`src/rtl/fft_result_collector_pkg.sv`:
```
// Shared definitions for the FFT result collector: FSM states, dimension
// encodings and default geometry of one dimension pass.
package fft_result_collector_pkg;

    localparam int unsigned DATA_W_DEF     = 32;
    localparam int unsigned FRAME_LEN_DEF  = 32;
    localparam int unsigned NUM_FRAMES_DEF = 32;
    localparam int unsigned TIMEOUT_DEF    = 128;

    localparam int unsigned ADDR_W = 11;
    localparam int unsigned DIM_W  = 3;
    localparam int unsigned FCNT_W = 6;
    localparam int unsigned IDX_W  = 5;

    localparam logic [DIM_W-1:0] DIM_X = 3'b001;
    localparam logic [DIM_W-1:0] DIM_Y = 3'b010;
    localparam logic [DIM_W-1:0] DIM_Z = 3'b100;

    typedef enum logic [1:0] {
        ST_IDLE     = 2'd0,
        ST_WAIT_SOP = 2'd1,
        ST_IN_FRAME = 2'd2,
        ST_DONE     = 2'd3
    } state_e;

    // Y passes are stored transposed; X and Z share the row-major layout.
    function automatic logic dim_is_transposed(input logic [DIM_W-1:0] dim);
        return dim == DIM_Y;
    endfunction

endpackage

```
`src/rtl/fft_result_collector_if.sv`:
```
// Source stream from the FFT core into the collector.
interface fft_result_collector_if
    import fft_result_collector_pkg::*;
#(
    parameter int unsigned DATA_W = DATA_W_DEF
);
    logic              src_valid;
    logic              src_sop;
    logic              src_eop;
    logic [DATA_W-1:0] src_real;
    logic [DATA_W-1:0] src_imag;
    logic              src_ready;

    modport master (
        output src_valid, src_sop, src_eop, src_real, src_imag,
        input  src_ready
    );

    modport slave (
        input  src_valid, src_sop, src_eop, src_real, src_imag,
        output src_ready
    );
endinterface

```
`src/rtl/fft_wb_addr_gen.sv`:
```
// Grid-memory address for one sample: row-major for X/Z, transposed for Y.
module fft_wb_addr_gen
    import fft_result_collector_pkg::*;
(
    input  logic [DIM_W-1:0]  dim,
    input  logic [IDX_W-1:0]  frame,
    input  logic [IDX_W-1:0]  point,
    output logic [ADDR_W-1:0] wr_addr_c
);
    always_comb begin
        if (dim_is_transposed(dim)) begin
            wr_addr_c = {1'b0, point, frame};
        end else begin
            wr_addr_c = {1'b0, frame, point};
        end
    end
endmodule

```
`src/rtl/fft_result_collector.sv`:
```
// Collects one dimension pass of FFT output frames into the grid memory,
// checking sop/eop framing and source stalls along the way.
module fft_result_collector
    import fft_result_collector_pkg::*;
#(
    parameter int unsigned DATA_W     = DATA_W_DEF,
    parameter int unsigned FRAME_LEN  = FRAME_LEN_DEF,
    parameter int unsigned NUM_FRAMES = NUM_FRAMES_DEF,
    parameter int unsigned TIMEOUT    = TIMEOUT_DEF
) (
    input  logic                  clk,
    input  logic                  rst,
    input  logic                  start,
    input  logic [DIM_W-1:0]      dim,
    input  logic                  direction,
    fft_result_collector_if.slave src,
    output logic                  wr_en,
    output logic [ADDR_W-1:0]     wr_addr,
    output logic [DATA_W-1:0]     wr_real,
    output logic [DATA_W-1:0]     wr_imag,
    output logic                  busy,
    output logic                  done,
    output logic                  err_framing,
    output logic                  err_timeout,
    output logic [FCNT_W-1:0]     frame_cnt
);
    localparam int unsigned P_W    = $clog2(FRAME_LEN);
    localparam int unsigned SHIFT  = $clog2(FRAME_LEN);
    localparam int unsigned IDLE_W = $clog2(TIMEOUT + 1);

    state_e              state_q, state_d;
    logic [DIM_W-1:0]    dim_q, dim_d;
    logic                dir_q, dir_d;
    logic [P_W-1:0]      p_q, p_d;
    logic [FCNT_W-1:0]   frame_cnt_q, frame_cnt_d;
    logic [IDLE_W-1:0]   idle_q, idle_d;
    logic                err_framing_q, err_framing_d;
    logic                err_timeout_q, err_timeout_d;
    logic                src_ready_q, src_ready_d;
    logic                busy_q, busy_d;
    logic                done_q, done_d;
    logic                wr_en_q, wr_en_d;
    logic [ADDR_W-1:0]   wr_addr_q, wr_addr_d;
    logic [DATA_W-1:0]   wr_real_q, wr_real_d;
    logic [DATA_W-1:0]   wr_imag_q, wr_imag_d;

    logic                accept;
    logic                last;
    logic [P_W-1:0]      pt;
    logic [FCNT_W-1:0]   frame_nxt;
    logic [IDLE_W-1:0]   idle_inc;
    logic [ADDR_W-1:0]   addr_c;

    // A sop beat always lands on point 0, whether it opens or restarts a frame.
    assign accept    = src.src_valid && src_ready_q;
    assign pt        = src.src_sop ? '0 : p_q;
    assign last      = (pt == P_W'(FRAME_LEN - 1));
    assign frame_nxt = (frame_cnt_q >= FCNT_W'(NUM_FRAMES)) ? frame_cnt_q
                                                            : FCNT_W'(frame_cnt_q + 1'b1);
    assign idle_inc  = IDLE_W'(idle_q + 1'b1);

    fft_wb_addr_gen u_addr_gen (
        .dim       (dim_q),
        .frame     (frame_cnt_q[IDX_W-1:0]),
        .point     (IDX_W'(pt)),
        .wr_addr_c (addr_c)
    );

    always_comb begin
        state_d       = state_q;
        dim_d         = dim_q;
        dir_d         = dir_q;
        p_d           = p_q;
        frame_cnt_d   = frame_cnt_q;
        idle_d        = idle_q;
        err_framing_d = err_framing_q;
        err_timeout_d = err_timeout_q;
        wr_en_d       = 1'b0;
        wr_addr_d     = wr_addr_q;
        wr_real_d     = wr_real_q;
        wr_imag_d     = wr_imag_q;

        unique case (state_q)
            ST_IDLE: begin
                if (start) begin
                    state_d       = ST_WAIT_SOP;
                    dim_d         = dim;
                    dir_d         = direction;
                    p_d           = '0;
                    frame_cnt_d   = '0;
                    idle_d        = '0;
                    err_framing_d = 1'b0;
                    err_timeout_d = 1'b0;
                end
            end
            ST_WAIT_SOP, ST_IN_FRAME: begin
                if (accept) begin
                    idle_d = '0;
                    if ((state_q == ST_WAIT_SOP) && !src.src_sop) begin
                        err_framing_d = 1'b1;
                    end else begin
                        if ((state_q == ST_IN_FRAME) && src.src_sop) begin
                            err_framing_d = 1'b1;
                        end
                        if (src.src_eop != last) begin
                            err_framing_d = 1'b1;
                        end
                        wr_en_d   = 1'b1;
                        wr_addr_d = addr_c;
                        wr_real_d = dir_q ? DATA_W'($signed(src.src_real) >>> SHIFT) : src.src_real;
                        wr_imag_d = dir_q ? DATA_W'($signed(src.src_imag) >>> SHIFT) : src.src_imag;
                        if (src.src_eop || last) begin
                            p_d         = '0;
                            frame_cnt_d = frame_nxt;
                            state_d     = (frame_nxt >= FCNT_W'(NUM_FRAMES)) ? ST_DONE : ST_WAIT_SOP;
                        end else begin
                            p_d     = P_W'(pt + 1'b1);
                            state_d = ST_IN_FRAME;
                        end
                    end
                end else begin
                    idle_d = idle_inc;
                    if (idle_inc >= IDLE_W'(TIMEOUT)) begin
                        err_timeout_d = 1'b1;
                        state_d       = ST_DONE;
                    end
                end
            end
            ST_DONE: begin
                state_d = ST_IDLE;
            end
            default: begin
                state_d = ST_IDLE;
            end
        endcase

        src_ready_d = (state_d == ST_WAIT_SOP) || (state_d == ST_IN_FRAME);
        busy_d      = src_ready_d;
        done_d      = (state_d == ST_DONE);
    end

    always_ff @(posedge clk) begin
        if (rst) begin
            state_q       <= ST_IDLE;
            dim_q         <= DIM_X;
            dir_q         <= 1'b0;
            p_q           <= '0;
            frame_cnt_q   <= '0;
            idle_q        <= '0;
            err_framing_q <= 1'b0;
            err_timeout_q <= 1'b0;
            src_ready_q   <= 1'b0;
            busy_q        <= 1'b0;
            done_q        <= 1'b0;
            wr_en_q       <= 1'b0;
            wr_addr_q     <= '0;
            wr_real_q     <= '0;
            wr_imag_q     <= '0;
        end else begin
            state_q       <= state_d;
            dim_q         <= dim_d;
            dir_q         <= dir_d;
            p_q           <= p_d;
            frame_cnt_q   <= frame_cnt_d;
            idle_q        <= idle_d;
            err_framing_q <= err_framing_d;
            err_timeout_q <= err_timeout_d;
            src_ready_q   <= src_ready_d;
            busy_q        <= busy_d;
            done_q        <= done_d;
            wr_en_q       <= wr_en_d;
            wr_addr_q     <= wr_addr_d;
            wr_real_q     <= wr_real_d;
            wr_imag_q     <= wr_imag_d;
        end
    end

    assign src.src_ready = src_ready_q;
    assign wr_en         = wr_en_q;
    assign wr_addr       = wr_addr_q;
    assign wr_real       = wr_real_q;
    assign wr_imag       = wr_imag_q;
    assign busy          = busy_q;
    assign done          = done_q;
    assign err_framing   = err_framing_q;
    assign err_timeout   = err_timeout_q;
    assign frame_cnt     = frame_cnt_q;

endmodule

```
`src/flat_wrapper.sv`:
```
// flat-port wrapper written by rule: the top's interface ports become plain ports
module fft_result_collector_flat import fft_result_collector_pkg::*;
#(
    parameter int unsigned DATA_W     = DATA_W_DEF,
    parameter int unsigned FRAME_LEN  = FRAME_LEN_DEF,
    parameter int unsigned NUM_FRAMES = NUM_FRAMES_DEF,
    parameter int unsigned TIMEOUT    = TIMEOUT_DEF
)
  (clk, rst, start, dim, direction, wr_en, wr_addr, wr_real, wr_imag, busy, done, err_framing, err_timeout, frame_cnt, src_src_valid, src_src_sop, src_src_eop, src_src_real, src_src_imag, src_src_ready);
  fft_result_collector_if #(.DATA_W(DATA_W)) src_i ();
  input  logic clk;
  input  logic rst;
  input  logic start;
  input  logic [DIM_W-1:0] dim;
  input  logic direction;
  output logic wr_en;
  output logic [ADDR_W-1:0] wr_addr;
  output logic [DATA_W-1:0] wr_real;
  output logic [DATA_W-1:0] wr_imag;
  output logic busy;
  output logic done;
  output logic err_framing;
  output logic err_timeout;
  output logic [FCNT_W-1:0] frame_cnt;
  input wire logic [$bits(src_i.src_valid)-1:0] src_src_valid;
  input wire logic [$bits(src_i.src_sop)-1:0] src_src_sop;
  input wire logic [$bits(src_i.src_eop)-1:0] src_src_eop;
  input wire logic [$bits(src_i.src_real)-1:0] src_src_real;
  input wire logic [$bits(src_i.src_imag)-1:0] src_src_imag;
  output wire logic [$bits(src_i.src_ready)-1:0] src_src_ready;
  assign src_i.src_valid = src_src_valid;
  assign src_i.src_sop = src_src_sop;
  assign src_i.src_eop = src_src_eop;
  assign src_i.src_real = src_src_real;
  assign src_i.src_imag = src_src_imag;
  assign src_src_ready = src_i.src_ready;
  fft_result_collector #(.DATA_W(DATA_W), .FRAME_LEN(FRAME_LEN), .NUM_FRAMES(NUM_FRAMES), .TIMEOUT(TIMEOUT)) u_core (.clk(clk), .rst(rst), .start(start), .dim(dim), .direction(direction), .src(src_i), .wr_en(wr_en), .wr_addr(wr_addr), .wr_real(wr_real), .wr_imag(wr_imag), .busy(busy), .done(done), .err_framing(err_framing), .err_timeout(err_timeout), .frame_cnt(frame_cnt));
endmodule
```
`config.mk`:
```
export PLATFORM = sky130hd
export DESIGN_NAME = fft_result_collector_flat
export DESIGN_NICKNAME = d
export VERILOG_FILES = /design/src/rtl/fft_result_collector_pkg.sv /design/src/rtl/fft_result_collector_if.sv /design/src/rtl/fft_wb_addr_gen.sv /design/src/rtl/fft_result_collector.sv /design/src/flat_wrapper.sv
export SDC_FILE = /design/constraint.sdc
export NUM_CORES = 1
export LEC_CHECK = 0
export CAP_MARGIN = 5
export CORE_UTILIZATION = 50
export DETAILED_ROUTE_END_ITERATION = 16
export DONT_BUFFER_PORTS = 1
export HOLD_SLACK_MARGIN = 0.08
export SLEW_MARGIN = 5
export SYNTH_ARGS = -nofsm -noshare
export SYNTH_HDL_FRONTEND = slang
export SYNTH_SLANG_ARGS = --single-unit
```
`constraint.sdc`:
```
create_clock -name clk -period 5.58 [get_ports clk]
set_input_delay 0.558 -clock clk [delete_from_list [all_inputs] [get_ports clk]]
set_output_delay 0.558 -clock clk [all_outputs]
set_load 0.01 [all_outputs]
```
### After elaboration in Yosys (flattened, before gate mapping)

Cells that the tools add are included.

* add/subtract/negate cells: 3
* order comparisons: 3
* eq/ne operators: 16
* mux-type cells: 35
* bitwise logic cells: 3
* reduce and logical (&&, ||, !) cells: 17

Operator list (count)
* 2-to-1 mux 31 bit: 2
* 2-to-1 mux 6 bit: 5
* 2-to-1 mux 5 bit: 5
* 2-to-1 mux 8 bit: 2
* case mux 8 bit (2 select lines): 1
* greater-or-equal comparator 6 bit, second input constant: 2
* 2-to-1 mux 2 bit: 6
* case mux 6 bit (2 select lines): 1
* AND reduction 4 bit: 3
* 2-to-1 mux 10 bit: 1
* case mux 5 bit (2 select lines): 1
* adder 8 x 1 -> 8 bit, second input constant: 1
* equality test 2 bit, second input constant: 4
* greater-or-equal comparator 8 bit, second input constant: 1
* 2-to-1 mux 1 bit: 8
* adder 6 x 1 -> 6 bit, second input constant: 1
* != test 2 x 1 -> 1 bit, second input constant: 3
* != test 2 bit, second input constant: 3
* case mux 2 bit (3 select lines): 1
* adder 5 x 1 -> 5 bit, second input constant: 1
* equality test 5 bit, second input constant: 1
* AND reduction 5 bit: 1
* equality test 2 x 1 -> 1 bit, second input constant: 2
* != test 4 x 1 -> 1 bit, second input constant: 1
* 13 further kinds: 20

* flip-flop bits (word level): 105
* input bits: 74
* output and inout bits: 87
* logic and storage cells: 91

### Depth between registers and ports, before layout

Gate-level depths: netlist of run 1.

* depth in word-level cells: 10
* mapped depth: 14
* gate-level depth less buffers: 13

### By module

Synthesis of run 1 repeated with hierarchy kept, for this count alone.

* cell total of the unflattened synthesis: 546
* area, all modules: 4929.7 µm²

Modules (own cells, without submodules)
* fft_result_collector: instances 1, cells each 532, area each 4782.1 µm², seq. area each 2102.0 µm²
* fft_wb_addr_gen: instances 1, cells each 14, area each 147.6 µm², seq. area each 0.0 µm²

### Worst setup path after synthesis of run 1

OpenSTA, ideal clock, no wires.

* kind: input to register
* start point: input port src_src_sop
* end point: register u_core.src_ready_q, in the netlist u_core.src.src_ready
* library setup time: 0.127 ns
* arrival: 2.665 ns
* data required time: 5.453 ns
* path slack: 2.788 ns
* stages on the path: 14
* buffers on the path: 1
* path through: buf_2 > nand2b_1 > inv_1 > ha_1 > nand2_1 > nor2_1 > ha_1 > inv_1 > ha_1 > a311o_1 > a32oi_1 > nand2_1 > ha_1 > nor2b_1

* cells in the longest elaborated chain, start to end: 9
* elaborated cells between the ends (all ways): 12
* those cells by class: eq/ne: 3; mux: 5; reduce/logical: 4

Ends and longest elaborated chain
* from (decl): RTL line flat_wrapper.sv:26 `input wire logic [$bits(src_i.src_sop)-1:0] src_src_sop;`
* 2-to-1 mux 5 bit: RTL line fft_result_collector.sv:56 `assign pt = src.src_sop ? '0 : p_q;`
* equality test 5 bit: RTL line fft_result_collector.sv:57 `assign last = (pt == P_W'(FRAME_LEN - 1));`
* logical OR 1 bit: RTL line fft_result_collector.sv:112 `if (src.src_eop || last) begin`
* 2-to-1 mux 2 bit: RTL line fft_result_collector.sv:112
* 2-to-1 mux 2 bit *: RTL line fft_result_collector.sv:99 `if ((state_q == ST_WAIT_SOP) && !src.src_sop) begin`
* 2-to-1 mux 2 bit *: RTL line fft_result_collector.sv:97 `if (accept) begin`
* case mux 2 bit (3 select lines) *: RTL line fft_result_collector.sv:83 `unique case (state_q)`
* net u_core.state_d[1]: RTL line fft_result_collector.sv:31 `state_e state_q, state_d;`
* equality test 2 x 1 -> 1 bit or equality test 2 bit (tied branches): RTL line fft_result_collector.sv:137 `src_ready_d = (state_d == ST_WAIT_SOP) || (state_d == ST_IN_FRAME);`
* logical OR 1 bit *: RTL line fft_result_collector.sv:137
* net u_core.busy_d: RTL line fft_result_collector.sv:40 `logic busy_q, busy_d;`
* to (signal assigned): RTL line fft_result_collector.sv:168 `src_ready_q <= src_ready_d;`
* to (decl): RTL line fft_result_collector.sv:39 `logic src_ready_q, src_ready_d;`

Mark *: on every way through the listed nets, which the timed path passes. The rest lies on a longest branch.
A chain may end at the register's enable or synchronous reset.

### Worst setup path in the final report of run 1

* start point: register u_core.state_q[0]
* end point: register u_core.wr_real_q[19], in the netlist u_core.wr_real[19]

* cells in the longest elaborated chain, start to end: 4
* elaborated cells between the ends (all ways): 6
* those cells by class: eq/ne: 2; bitwise: 1; reduce/logical: 3

Ends and longest elaborated chain
* from (decl): RTL line fft_result_collector.sv:31
* from (signal assigned): RTL line fft_result_collector.sv:160 `state_q <= state_d;`
* equality test 2 x 1 -> 1 bit: RTL line fft_result_collector.sv:83, fft_result_collector.sv:99
* logical AND 1 bit: RTL line fft_result_collector.sv:99
* NOT 1 bit (no line)
* AND reduction 3 bit (no line) *
* to (signal assigned): RTL line fft_result_collector.sv:173 `wr_real_q <= wr_real_d;`
* to (decl): RTL line fft_result_collector.sv:44 `logic [DATA_W-1:0] wr_real_q, wr_real_d;`

Every way passes the cells marked *; elsewhere a longest branch is shown, timed or not.

==> Implementation_results.wiki, run 1 <==
{| class="wikitable"
! Metric !! Value
|-
| Result of the run || finished, final reports clean
|-
| Ordered list of cells on the worst path || inv_1 > ha_1 > nand3_1 > nor2_4 > buf_4 > nor2_1 > a211oi_1
|-
| Count of placed standard cells in the final layout, fillers left out || 636
|-
| Proportion of synthesized area in mux cells || 14.3%
|-
| Setup total negative slack || 0 ps
|-
| Final hold violation count || 0
|-
| Synthesized netlist cell count || 529
|-
| Total of endpoints with negative setup slack in the final report || 0
|-
| Final GP Congestion || 0.811
|-
| Area of the placeable core || 9280 um^2
|-
| Switching part of the total power || 30.2%
|-
| Fraction of the mapped netlist area in compound gates || 17.4%
|-
| Average size of a mapped cell || 9.09 um^2
|-
| DRC violation total after the first TritonRoute iteration || 149
|-
| Max_cap viols || 0
|-
| Count of input and output buffers || 0
|-
| Post-synth cell types || 48
|-
| Sequential share of power || 55.6%
|-
| Critical path peak fanout || 65
|-
| Die width || 100 um
|-
| EDFF count, synth || 0
|-
| Mapped Nets || 613
|-
| Largest family of logic cells by synthesized area || compound AO/OA/AOI/OAI gates
|-
| Post-layout power || 1550 uW
|-
| I/O pin total || 161
|-
| Top-count cell post-synth || sky130_fd_sc_hd__dfxtp_1
|-
| FFs w/ async S/R, synth || 0%
|-
| Headroom to the max-slew limit || 28.4%
|-
| Area share of xor/xnor cells in the synthesized design || 1.27%
|-
| Total die area || 10,000 um^2
|-
| Power Density || 312 nW/um^2
|-
| Area of placed instances || 4790 um^2
|-
| Biggest area consumer among synthesized cells || sky130_fd_sc_hd__dfxtp_1
|-
| Number of hold buffers added after CTS || 0
|-
| Remaining number of nets flagged by the antenna check after routing || 0
|-
| Synthesized flop and latch total || 104
|-
| Sum of routed wire length over all layers || 10,600 um
|-
| Total standard cell area after synthesis || 4810 um^2
|-
| Number of design rule violations left after detail routing || 0
|-
| Setup fix buffers added after clock tree synthesis || 0
|-
| Area of the multi-input gates || 2480 um^2
|-
| Layout Cell Area excl Fill || 4990 um^2
|-
| Root Buffer || sky130_fd_sc_hd__clkbuf_8
|-
| Max stage delay cell, worst path || sky130_fd_sc_hd__buf_4
|-
| Wire length of the first global-routing pass || 16,600 um
|-
| Ranking of synthesized cells by area || sky130_fd_sc_hd__dfxtp_1 (43%), sky130_fd_sc_hd__mux2i_1 (14%), sky130_fd_sc_hd__a211oi_1 (12%)
|-
| Type of origin of the critical path || flop
|-
| Share of the clock period used by the worst path after layout || 49.7%
|-
| Warnings from Yosys || 0
|-
| Number of instances in the placed design || 621
|-
| Aggregate global-route resource usage || 20.7%
|-
| Pint || 1090 uW
|-
| Grt total ovfl || 0
|-
| Leakage dissipation || 0.00159 uW
|-
| DP Wirelength || 7370 um
|-
| Part of the total power dissipated in combinational logic || 14.6%
|-
| Total of cells resized after clock tree synthesis || 0
|-
| Starting density of the core || 51.8%
|-
| Longest individual stage delay on the worst path || 590 ps
|-
| Adder-cell share of the synthesized area || 2.60%
|-
| ANT cells || 0
|-
| Hold Path Class || input port to flop
|-
| Count of standard-cell rows || 35
|-
| Total via count in the routed design || 3,595
|-
| Required arrival time at the worst endpoint || 5840 ps
|-
| Clock transition time at the flip-flop clock pins of the worst setup and hold paths || 100 ps
|-
| Vertical extent of the die || 100 um
|-
| Most frequent cells after synthesis || sky130_fd_sc_hd__dfxtp_1 (104), sky130_fd_sc_hd__nor2_1 (101), sky130_fd_sc_hd__a211oi_1 (74)
|-
| Filler cell count in the final layout || 905
|-
| Wirelength per Cell || 16.6 um
|-
| Synth-to-layout area growth || 3.67%
|-
| Via count of the first global-routing pass || 3,410
|-
| Net Sw Power || 469 uW
|-
| Htree depth || 3
|-
| Least-Margin Pin Slew || 1070 ps
|-
| Footprint of the flip-flops and latches || 2090 um^2
|-
| Layout cells sized above 1 || 5.52%
|-
| Proportion of power drawn by the clock network || 29.8%
|-
| CTS tree || yes
|-
| Worst setup skew after layout || 11.1 ps
|-
| Core Util, Final || 53.7%
|-
| Clock period minus final worst setup slack || 2770 ps
|-
| Primary FF master, synth || sky130_fd_sc_hd__dfxtp_1
|-
| Number of vias per cell after detailed routing || 5.65
|-
| CP Capture Type || flop
|-
| Area fraction of the dominant cell type after synthesis || 43.3%
|-
| Number of buffers created by CTS || 9
|-
| Maximum clock frequency || 360 MHz
|-
| Pre-antenna DRT Iters || 4
|-
| Total count of max-transition violations in the final report || 0
|-
| Clock network latency to the later pin of the worst-skew pair || 350 ps
|-
| Area fraction in and, or, nand and nor cells after synthesis || 15.9%
|-
| Number of antenna violations at the first check in global routing || 0
|-
| Path type of the worst setup path || flop to flop
|-
| Maximum number of pins on one net before global-route repair || 97
|-
| Signal arrival time at the worst endpoint || 3040 ps
|-
| TritonCTS sink count || 104
|-
| Post-layout nets || 587
|-
| RSZ-0062 raised after global routing || no
|-
| Part of the Yosys area used for sequential elements || 43.3%
|-
| Largest voltage drop on the vdd net || 0.000139 V
|-
| Max clock buf depth || 2
|}
==> metrics by stage <==
step | setup slack [ps] | hold slack [ps]
2_1_floorplan | 2790 | 432
3_3_place_gp | 2840 | 437
3_5_place_dp | 2760 | 445
4_1_cts | 2810 | 245
5_1_grt | 2500 | 256
6_report | 2810 | 278
==> critical path, delay by kind of cell, from the launching register on <==
family	cells	cell delay, ps
AOI/OAI and AO/OA	1	230
buffers and inverters	2	680
and+or+nand+nor	3	830
DFF	1	420
adders and majority gates	1	500
==> state kept, by name (all words and copies together), names as in the netlist, 2 cells and up <==
name and count:
u_core.wr_real 32, u_core.dim_q 3, u_core.wr_imag 32, u_core.wr_addr 10
u_core.state_q 2, u_core.idle_q 8, u_core.p_q 5, u_core.frame_cnt 6
==> routing by layer <==
layer / wire (um) / vias up / global-route usage [%]
met2: 4780 / 137 / 33.6
li1: - / 1847 / -
met5: 0 / - / 0
met1: 4700 / 1601 / 26.5
met3: 984 / 10 / 6.69
met4: 113 / 0 / 5.69
==> power groups by stage <==
stage | Clock (uW) | Combinational, uW | Sequential [uW]
final | 464 | 226 | 864
after global routing | 509 | 257 | 872
after CTS | 483 | 228 | 865
after detailed placement | 0 | 227 | 881
after global placement | 0 | 221 | 881
after floorplan | 0 | 228 | 849
==> final cells by class <==
type	instances	share of cell area, %
Multi-Input combinational cell	374	49.8
Sequential cell	104	41.8
Tap cell	129	3.24
Clock buffer	10	2.99
Clock inverter	5	0.928
Inverter	12	0.903
Timing Repair Buffer	2	0.301
==> worst paths after layout <==
kind	start	to	slack, ps	cells past startpoint
setup / recovery	u_core.state_q[0]	u_core.wr_real[19]	2810	7
hold / removal	rst	u_core.src.src_ready	280	1
setup reg to reg	u_core.state_q[0]	u_core.wr_real[19]	2810	7
hold reg to reg	u_core.p_q[4]	u_core.p_q[4]	460	2
==> cell usage in the layout (no fill, tap or decap), types with 2 or more instances in the layout <==
cell and count:
sky130_fd_sc_hd__and3_1 3, sky130_fd_sc_hd__xnor2_1 4, sky130_fd_sc_hd__nor3_1 7, sky130_fd_sc_hd__xor2_1 3, sky130_fd_sc_hd__buf_4 2, sky130_fd_sc_hd__or3_1 5, sky130_fd_sc_hd__nand3_1 10, sky130_fd_sc_hd__clkinv_4 2
sky130_fd_sc_hd__nor2_1 100, sky130_fd_sc_hd__o21ai_0 5, sky130_fd_sc_hd__clkbuf_8 9, sky130_fd_sc_hd__inv_6 2, sky130_fd_sc_hd__nor2b_1 3, sky130_fd_sc_hd__nand2_1 17, sky130_fd_sc_hd__inv_1 12, sky130_fd_sc_hd__nand2b_1 8
sky130_fd_sc_hd__ha_1 10, sky130_fd_sc_hd__a211oi_1 74, sky130_fd_sc_hd__a21oi_1 27, sky130_fd_sc_hd__o31ai_1 3, sky130_fd_sc_hd__dfxtp_1 103, sky130_fd_sc_hd__nand4_1 2, sky130_fd_sc_hd__mux2i_1 67
==> cell families (layout without fill, tap and decap cells) <==
group,count (synthesis),count (layout)
buf+inv,51,29
fa+ha+maj,10,10
other cells,1,1
flops,104,104
compound gates,121,121
xor+xnor,7,7
simple gates,167,167
mux,68,68
Note: power is estimated with default switching activity, not from simulation.
==> run 2: changes to the inputs <==
--- a/config.mk
+++ b/config.mk
@@ -10,6 +10,7 @@
 export DETAILED_ROUTE_END_ITERATION = 16
 export DONT_BUFFER_PORTS = 1
 export HOLD_SLACK_MARGIN = 0.08
+export PLACE_DENSITY = 0.68
 export SLEW_MARGIN = 5
 export SYNTH_ARGS = -nofsm -noshare
 export SYNTH_HDL_FRONTEND = slang
==> constraint.sdc (replaced) <==
create_clock -name clk -period 2.5 [get_ports clk]
set_input_delay 0.25 -clock clk [delete_from_list [all_inputs] [get_ports clk]]
set_output_delay 0.25 -clock clk [all_outputs]
set_load 0.01 [all_outputs]
==> Implementation_results.wiki, run 2 (same netlist as run 1, synthesis figures left out) <==
{| class="wikitable"
! Metric !! Value
|-
| Number of buffers created by CTS || 9 (unchanged)
|-
| Crit path max-delay family || adder cells
|-
| Wire length of the first global-routing pass || 17,200 um (+3.1%)
|-
| Hold Path Class || input port to flop
|-
| TritonCTS sink count || 104 (unchanged)
|-
| Sum of routed wire length over all layers || 11,000 um (+4.4%)
|-
| ANT cells || 0 (unchanged)
|-
| Number of design rule violations left after detail routing || 0 (unchanged)
|-
| DP Wirelength || 7530 um (+2.2%)
|-
| Total count of max-transition violations in the final report || 0 (unchanged)
|-
| Total of endpoints with negative setup slack in the final report || 0 (unchanged)
|-
| Starting density of the core || 51.8% (unchanged)
|-
| Filler cell count in the final layout || 844 (-6.7%)
|-
| Critical path peak fanout || 6 (-91%)
|-
| Pre-antenna DRT Iters || 4 (unchanged)
|-
| Clock transition time at the flip-flop clock pins of the worst setup and hold paths || 90 ps (about the same)
|-
| Post-layout power || 3470 uW (+120%)
|-
| Layout cells sized above 1 || 10.1% (+4.6 points)
|-
| Number of antenna violations at the first check in global routing || 0 (unchanged)
|-
| Total via count in the routed design || 3,781 (+5.2%)
|-
| Grt total ovfl || 0 (unchanged)
|-
| Remaining number of nets flagged by the antenna check after routing || 0 (unchanged)
|-
| Maximum clock frequency || 415 MHz (+15%)
|-
| Result of the run || finished, final reports clean
|-
| Power Density || 663 nW/um^2 (+110%)
|-
| Least-Margin Pin Slew || 684 ps (-390 ps)
|-
| Final GP Congestion || 0.859 (+6.0%)
|-
| Longest individual stage delay on the worst path || 360 ps (-230 ps)
|-
| Via count of the first global-routing pass || 3,607 (+5.8%)
|-
| Required arrival time at the worst endpoint || 2730 ps (-3110 ps)
|-
| Area of the placeable core || 9280 um^2 (unchanged)
|-
| Vertical extent of the die || 100 um (unchanged)
|-
| Post-layout nets || 606 (+3.2%)
|-
| I/O pin total || 161 (unchanged)
|-
| CP Capture Type || flop
|-
| Leakage dissipation || 0.00168 uW (+5.4%)
|-
| Proportion of power drawn by the clock network || 27.2% (-2.6 points)
|-
| Number of vias per cell after detailed routing || 5.77 (+2.1%)
|-
| Max_cap viols || 0 (unchanged)
|-
| Setup total negative slack || 0 ps (unchanged)
|-
| Sequential share of power || 54.9% (-0.7 points)
|-
| Max clock buf depth || 2 (unchanged)
|-
| Switching part of the total power || 31.0% (+0.81 points)
|-
| Max stage delay cell, worst path || sky130_fd_sc_hd__dfxtp_2
|-
| Maximum number of pins on one net before global-route repair || 95 (-2.1%)
|-
| Headroom to the max-slew limit || 54.2% (+26 points)
|-
| RSZ-0062 raised after global routing || no
|-
| Count of standard-cell rows || 35 (unchanged)
|-
| Pint || 2400 uW (+120%)
|-
| Worst setup skew after layout || 12.0 ps (+0.905 ps)
|-
| Type of origin of the critical path || flop
|-
| Total die area || 10,000 um^2 (unchanged)
|-
| Clock network latency to the later pin of the worst-skew pair || 360 ps (about the same)
|-
| Die width || 100 um (unchanged)
|-
| Root Buffer || sky130_fd_sc_hd__clkbuf_8
|-
| Path type of the worst setup path || flop to flop
|-
| Wirelength per Cell || 16.9 um (+1.3%)
|-
| CTS tree || yes
|-
| Most common cell after layout, fill and taps aside || sky130_fd_sc_hd__dfxtp_1
|-
| DRC violation total after the first TritonRoute iteration || 118 (-21%)
|-
| Clock period minus final worst setup slack || 2410 ps (-365 ps)
|-
| Leading cell types in the layout, fill and taps excluded || sky130_fd_sc_hd__dfxtp_1 (101), sky130_fd_sc_hd__nor2_1 (99), sky130_fd_sc_hd__a211oi_1 (73)
|-
| Share of the clock period used by the worst path after layout || 96.4% (+47 points)
|-
| Signal arrival time at the worst endpoint || 2640 ps (-400 ps)
|-
| Ordered list of cells on the worst path || nand2b_1 > inv_2 > ha_4 > nand2_1 > nor2_2 > ha_2 > inv_1 > ha_4 > a311o_1 > a32oi_2 > nand2_1 > ha_1 > nor2b_1
|-
| Aggregate global-route resource usage || 21.2% (+0.53 points)
|-
| Number of buffer and inverter stages on the critical path || 2 (unchanged)
|-
| Net Sw Power || 1080 uW (+130%)
|-
| Htree depth || 3 (unchanged)
|-
| Synth-to-layout area growth || 8.92%
|-
| Final hold violation count || 0 (unchanged)
|-
| Count of input and output buffers || 0 (unchanged)
|-
| Largest voltage drop on the vdd net || 0.000339 V (+140%)
|-
| Part of the total power dissipated in combinational logic || 17.9% (+3.3 points)
|}
-- run 2: cell count changes in the layout (fill, tap and decap cells not counted), sizes merged --
cell and change:
clkinvlp +2, clkbuf -1, dlygate4sd3 +7, clkinv -1, buf +12
-- run 2: routing by layer --
| layer | share of wire [%] | global-route usage, % | vias up |
|---|---|---|---|
| met4 | 1.4 | 7.58 | 0 |
| li1 | - | - | 1886 |
| met3 | 9.0 | 6.13 | 15 |
| met5 | 0 | 0 | - |
| met1 | 44 | 26.4 | 1721 |
| met2 | 46 | 35.1 | 159 |
-- run 2: timing repair --
item | 4_1_cts | 5_1_grt
pin swaps | 1 | 2
gates cloned | 0 | 0
resized for setup | 3 | 12
buffers inserted | 4 | 0
hold buffers | 8 | 0
hold endpoints to repair | 93 | 0
setup endpoints to repair | 1 | 4
-- run 2: power by group through the flow --
stage	Combinational [uW]	Clock, uW	Sequential (uW)
floorplan	510	0	1900
global placement	548	0	1940
detailed placement	563	0	1940
CTS	606	977	1900
global route	681	1050	1920
finish	621	945	1910
-- run 2: final timing paths --
kind | startpoint | slack [ps] | to | cells past startpoint
max | u_core.p_q[1] | 90 | u_core.src.src_ready | 13
min reg2reg | u_core.p_q[4] | 460 | u_core.p_q[4] | 2
max reg2reg | u_core.p_q[1] | 90 | u_core.src.src_ready | 13
min | src_src_sop | 110 | u_core.p_q[3] | 3
-- run 2: cell type report --
cell class	instances	area, um^2	share of cell area [%]
timing repair buffer	21	233	4.44
tap	129	161	3.08
clock buffer	9	124	2.36
clock inverter	6	43.8	0.836
multi-input combinational	374	2540	48.6
sequential	104	2090	39.9
inverter	12	45.0	0.860
-- run 2: worst register-to-register path: stages, from the launching register on --
cell and delay, ps:
sky130_fd_sc_hd__dfxtp_2 360, sky130_fd_sc_hd__nand2b_1 100, sky130_fd_sc_hd__inv_2 80, sky130_fd_sc_hd__ha_4 140, sky130_fd_sc_hd__nand2_1 60, sky130_fd_sc_hd__nor2_2 90, sky130_fd_sc_hd__ha_2 170, sky130_fd_sc_hd__inv_1 60
sky130_fd_sc_hd__ha_4 180, sky130_fd_sc_hd__a311o_1 290, sky130_fd_sc_hd__a32oi_2 250, sky130_fd_sc_hd__nand2_1 100, sky130_fd_sc_hd__ha_1 300, sky130_fd_sc_hd__nor2b_1 130
-- run 2: through the flow --
step                      hold WS [ps]  setup WS, ps  utilization [%]  area, um^2  instances
after floorplan                    397          16.3                -        4810        529
after global placement             324          85.1             52.6        4880        628
after detailed placement           323         -45.3             52.6        4880        628
after CTS                         86.4          30.1             55.8        5180        655
after global routing               105          5.28             56.4        5240        655
final                              108          90.0             56.4        5240        655
==> run 3: changes to the inputs <==
--- a/config.mk
+++ b/config.mk
@@ -14,4 +14,5 @@
 export SLEW_MARGIN = 5
 export SYNTH_ARGS = -nofsm -noshare
 export SYNTH_HDL_FRONTEND = slang
+export SYNTH_HIERARCHICAL = 1
 export SYNTH_SLANG_ARGS = --single-unit
==> Implementation_results.wiki, run 3 <==
{| class="wikitable"
! Metric !! Value
|-
| DP Wirelength || 8390 um (+11%)
|-
| Pre-antenna DRT Iters || 4 (unchanged)
|-
| Average size of a mapped cell || 9.03 um^2 (-0.72%)
|-
| Longest individual stage delay on the worst path || 600 ps (+240 ps)
|-
| Most common cell after layout, fill and taps aside || sky130_fd_sc_hd__dfxtp_1
|-
| Maximum number of pins on one net before global-route repair || 96 (+1.1%)
|-
| Biggest area consumer among synthesized cells || sky130_fd_sc_hd__dfxtp_1
|-
| Top-count cell post-synth || sky130_fd_sc_hd__dfxtp_1
|-
| RSZ-0062 raised after global routing || yes
|-
| FFs w/ async S/R, synth || 0% (unchanged)
|-
| EDFF count, synth || 0 (unchanged)
|-
| Path type of the worst setup path || flop to flop
|-
| Primary FF master, synth || sky130_fd_sc_hd__dfxtp_1
|-
| Post-layout power || 3410 uW (-1.8%)
|-
| Required arrival time at the worst endpoint || 2790 ps (+60 ps)
|-
| Area of the placeable core || 9420 um^2 (+1.4%)
|-
| Post-layout nets || 690 (+14%)
|-
| Aggregate global-route resource usage || 25.3% (+4.1 points)
|-
| Total die area || 10,300 um^2 (+2.4%)
|-
| Most frequent cells after synthesis || sky130_fd_sc_hd__dfxtp_1 (105), sky130_fd_sc_hd__nor2_1 (71), sky130_fd_sc_hd__mux2i_1 (64)
|-
| Power Density || 563 nW/um^2 (-15%)
|-
| Number of buffers created by CTS || 9 (unchanged)
|-
| Signal arrival time at the worst endpoint || 2730 ps (+90 ps)
|-
| Via count of the first global-routing pass || 4,223 (+17%)
|-
| CTS tree || yes
|-
| Area fraction in and, or, nand and nor cells after synthesis || 15.9% (about the same)
|-
| Total of endpoints with negative setup slack in the final report || 0 (unchanged)
|-
| Area fraction of the dominant cell type after synthesis || 42.6% (-0.64 points)
|-
| Proportion of synthesized area in mux cells || 15.5% (+1.3 points)
|-
| GR met1 Demand/Resource || 28.0% (+1.6 points)
|-
| Setup total negative slack || 0 ps (unchanged)
|-
| Die width || 101 um (+1.2%)
|-
| Wirelength per Cell || 18.5 um (+9.5%)
|-
| Core Util, Final || 64.3% (+7.9 points)
|-
| Largest voltage drop on the vdd net || 0.000266 V (-21%)
|-
| Total standard cell area after synthesis || 4930 um^2 (+2.5%)
|-
| Synth-to-layout area growth || 22.9%
|-
| I/O pin total || 161 (unchanged)
|-
| Root Buffer || sky130_fd_sc_hd__clkbuf_8
|-
| Synthesized netlist cell count || 546 (+3.2%)
|-
| Share of the clock period used by the worst path after layout || 97.8% (+1.4 points)
|-
| Result of the run || finished, final reports clean
|-
| Wire length of the first global-routing pass || 20,400 um (+19%)
|-
| Hold Path Class || input port to flop
|-
| Critical path peak fanout || 45 (+39)
|-
| Number of vias per cell after detailed routing || 5.80 (+0.42%)
|-
| Clock period minus final worst setup slack || 2440 ps (+34.2 ps)
|-
| Mapped Nets || 631 (+2.9%)
|-
| ANT cells || 0 (unchanged)
|-
| Layout cells sized above 1 || 8.85% (-1.2 points)
|-
| Max_cap viols || 0 (unchanged)
|-
| Clock network latency to the later pin of the worst-skew pair || 350 ps (about the same)
|-
| Global-route track usage on met2 || 45.4% (+10 points)
|-
| Clock transition time at the flip-flop clock pins of the worst setup and hold paths || 100 ps (about the same)
|-
| Headroom to the max-slew limit || 46.2% (-8.0 points)
|-
| Count of standard-cell rows || 35 (unchanged)
|-
| Leakage dissipation || 0.00218 uW (+30%)
|-
| Htree depth || 3 (unchanged)
|-
| Final hold violation count || 0 (unchanged)
|-
| Sum of routed wire length over all layers || 13,600 um (+24%)
|-
| Final GP Congestion || 0.841 (-2.2%)
|-
| Ranking of synthesized cells by area || sky130_fd_sc_hd__dfxtp_1 (43%), sky130_fd_sc_hd__mux2i_1 (13%), sky130_fd_sc_hd__a211oi_1 (9.6%)
|-
| Worst setup skew after layout || 7.77 ps (-4.19 ps)
|-
| Adder-cell share of the synthesized area || 2.79% (+0.19 points)
|-
| Synthesized flop and latch total || 105 (+0.96%)
|-
| CP Capture Type || flop
|-
| Count of input and output buffers || 0 (unchanged)
|-
| TritonCTS sink count || 105 (+0.96%)
|-
| DRC violation total after the first TritonRoute iteration || 173 (+47%)
|-
| Maximum clock frequency || 409 MHz (-1.4%)
|-
| Number of antenna violations at the first check in global routing || 0 (unchanged)
|-
| Fraction of the mapped netlist area in compound gates || 17.8% (+0.39 points)
|-
| Remaining number of nets flagged by the antenna check after routing || 0 (unchanged)
|-
| Area share of xor/xnor cells in the synthesized design || 0.888% (-0.39 points)
|-
| Starting density of the core || 52.4% (+0.54 points)
|-
| Part of the Yosys area used for sequential elements || 42.6% (-0.64 points)
|-
| Ordered list of cells on the worst path || inv_1 > ha_2 > mux2_2 > nor2b_4 > buf_4 > clkbuf_16 > a211oi_1 > dlygate4sd3_1
|-
| Grt total ovfl || 0 (unchanged)
|-
| Max clock buf depth || 2 (unchanged)
|-
| Largest family of logic cells by synthesized area || compound AO/OA/AOI/OAI gates
|-
| Max stage delay cell, worst path || sky130_fd_sc_hd__dlygate4sd3_1
|-
| Hold_ws || 109 ps (+0.842 ps)
|-
| Type of origin of the critical path || flop
|-
| Filler cell count in the final layout || 805 (-4.6%)
|-
| Total count of max-transition violations in the final report || 0 (unchanged)
|-
| Layer with the highest usage || met2
|-
| Post-synth cell types || 47 (-2.1%)
|-
| Warnings from Yosys || 6 (+6)
|-
| Met3 Usage GRT || 8.97% (+2.8 points)
|-
| Number of design rule violations left after detail routing || 0 (unchanged)
|-
| Leading cell types in the layout, fill and taps excluded || sky130_fd_sc_hd__dfxtp_1 (100), sky130_fd_sc_hd__dlygate4sd3_1 (76), sky130_fd_sc_hd__nor2_1 (71)
|-
| Least-Margin Pin Slew || 804 ps (+120 ps)
|-
| Vertical extent of the die || 101 um (+1.2%)
|-
| Total via count in the routed design || 4,284 (+13%)
|}
-- run 3: changes by cell type after synthesis, sizes merged, moves of 9 or more --
cell / before / now
a211oi: 74 / 63
buf: 27 / 15
clkbuf: 12 / 27
mux2: 1 / 11
nand2: 17 / 42
nor2: 101 / 71
nor2b: 3 / 12
-- run 3: cells by family after synthesis --
| kind of cell | after synthesis |
|---|---|
| and+or+nand+nor | 171 |
| AOI/OAI and AO/OA | 127 |
| DFF | 105 |
| muxes | 75 |
| buffers and inverters | 51 |
| adders and majority gates | 11 |
| xor gates and xnor gates | 5 |
| other | 1 |
-- run 3: worst paths after layout --
| check | cells after the start | startpoint | slack, ps | to |
|---|---|---|---|---|
| hold reg to reg | 2 | u_core/idle_q[7] | 480 | u_core/idle_q[7] |
| setup / recovery | 8 | u_core/state_q[1] | 60 | u_core/wr_imag[23] |
| setup reg to reg | 8 | u_core/state_q[1] | 60 | u_core/wr_imag[23] |
| hold / removal | 3 | src_src_sop | 110 | u_core/p_q[3] |
-- run 3: layout make-up --
cell class | count | area [um^2] | area share, %
clock buffer | 11 | 131 | 2.17
clock inverter | 5 | 41.3 | 0.682
inverter | 9 | 33.8 | 0.558
multi-input combinational | 390 | 2660 | 43.9
sequential | 105 | 2110 | 34.8
tap | 129 | 161 | 2.66
timing repair buffer | 90 | 921 | 15.2
-- run 3: what timing repair did --
item,4_1_cts,5_1_grt
endpoints found under the hold margin,93,16
pin swaps,0,1
cloned,0,1
buffers inserted,0,1
resized for setup,1,15
hold buffers,75,1
setup endpoints to repair,1,77
-- run 3: metrics by stage --
stage / cells / area (um^2) / setup slack, ps
6_report: 739 / 6060 / 55.8
5_1_grt: 739 / 6060 / -78.4
4_1_cts: 736 / 5960 / 3.95
3_5_place_dp: 645 / 5030 / -68.7
3_3_place_gp: 645 / 5030 / 46.0
2_1_floorplan: 546 / 4930 / 11.7
-- run 3: power breakdown --
group | total [uW] | switching, uW | internal (uW) | leakage [uW]
clock | 962 | 591 | 371 | 0.0000737
combinational | 599 | 319 | 280 | 0.00126
sequential | 1850 | 110 | 1740 | 0.000851
-- run 3: metal layers --
metal  wire length, um  share of wire (%)
met5                 0                  0
met4               199                1.5
met3              1150                8.4
met2              7090                 52
met1              5200                 38
-- run 3: critical path, delay by kind of cell, from the launching register on --
kind	cells	cell delay (ps)
buf+inv	4	1050
simple gates	1	160
mux	1	360
fa+ha+maj	1	200
flops	1	360
compound gates	1	240
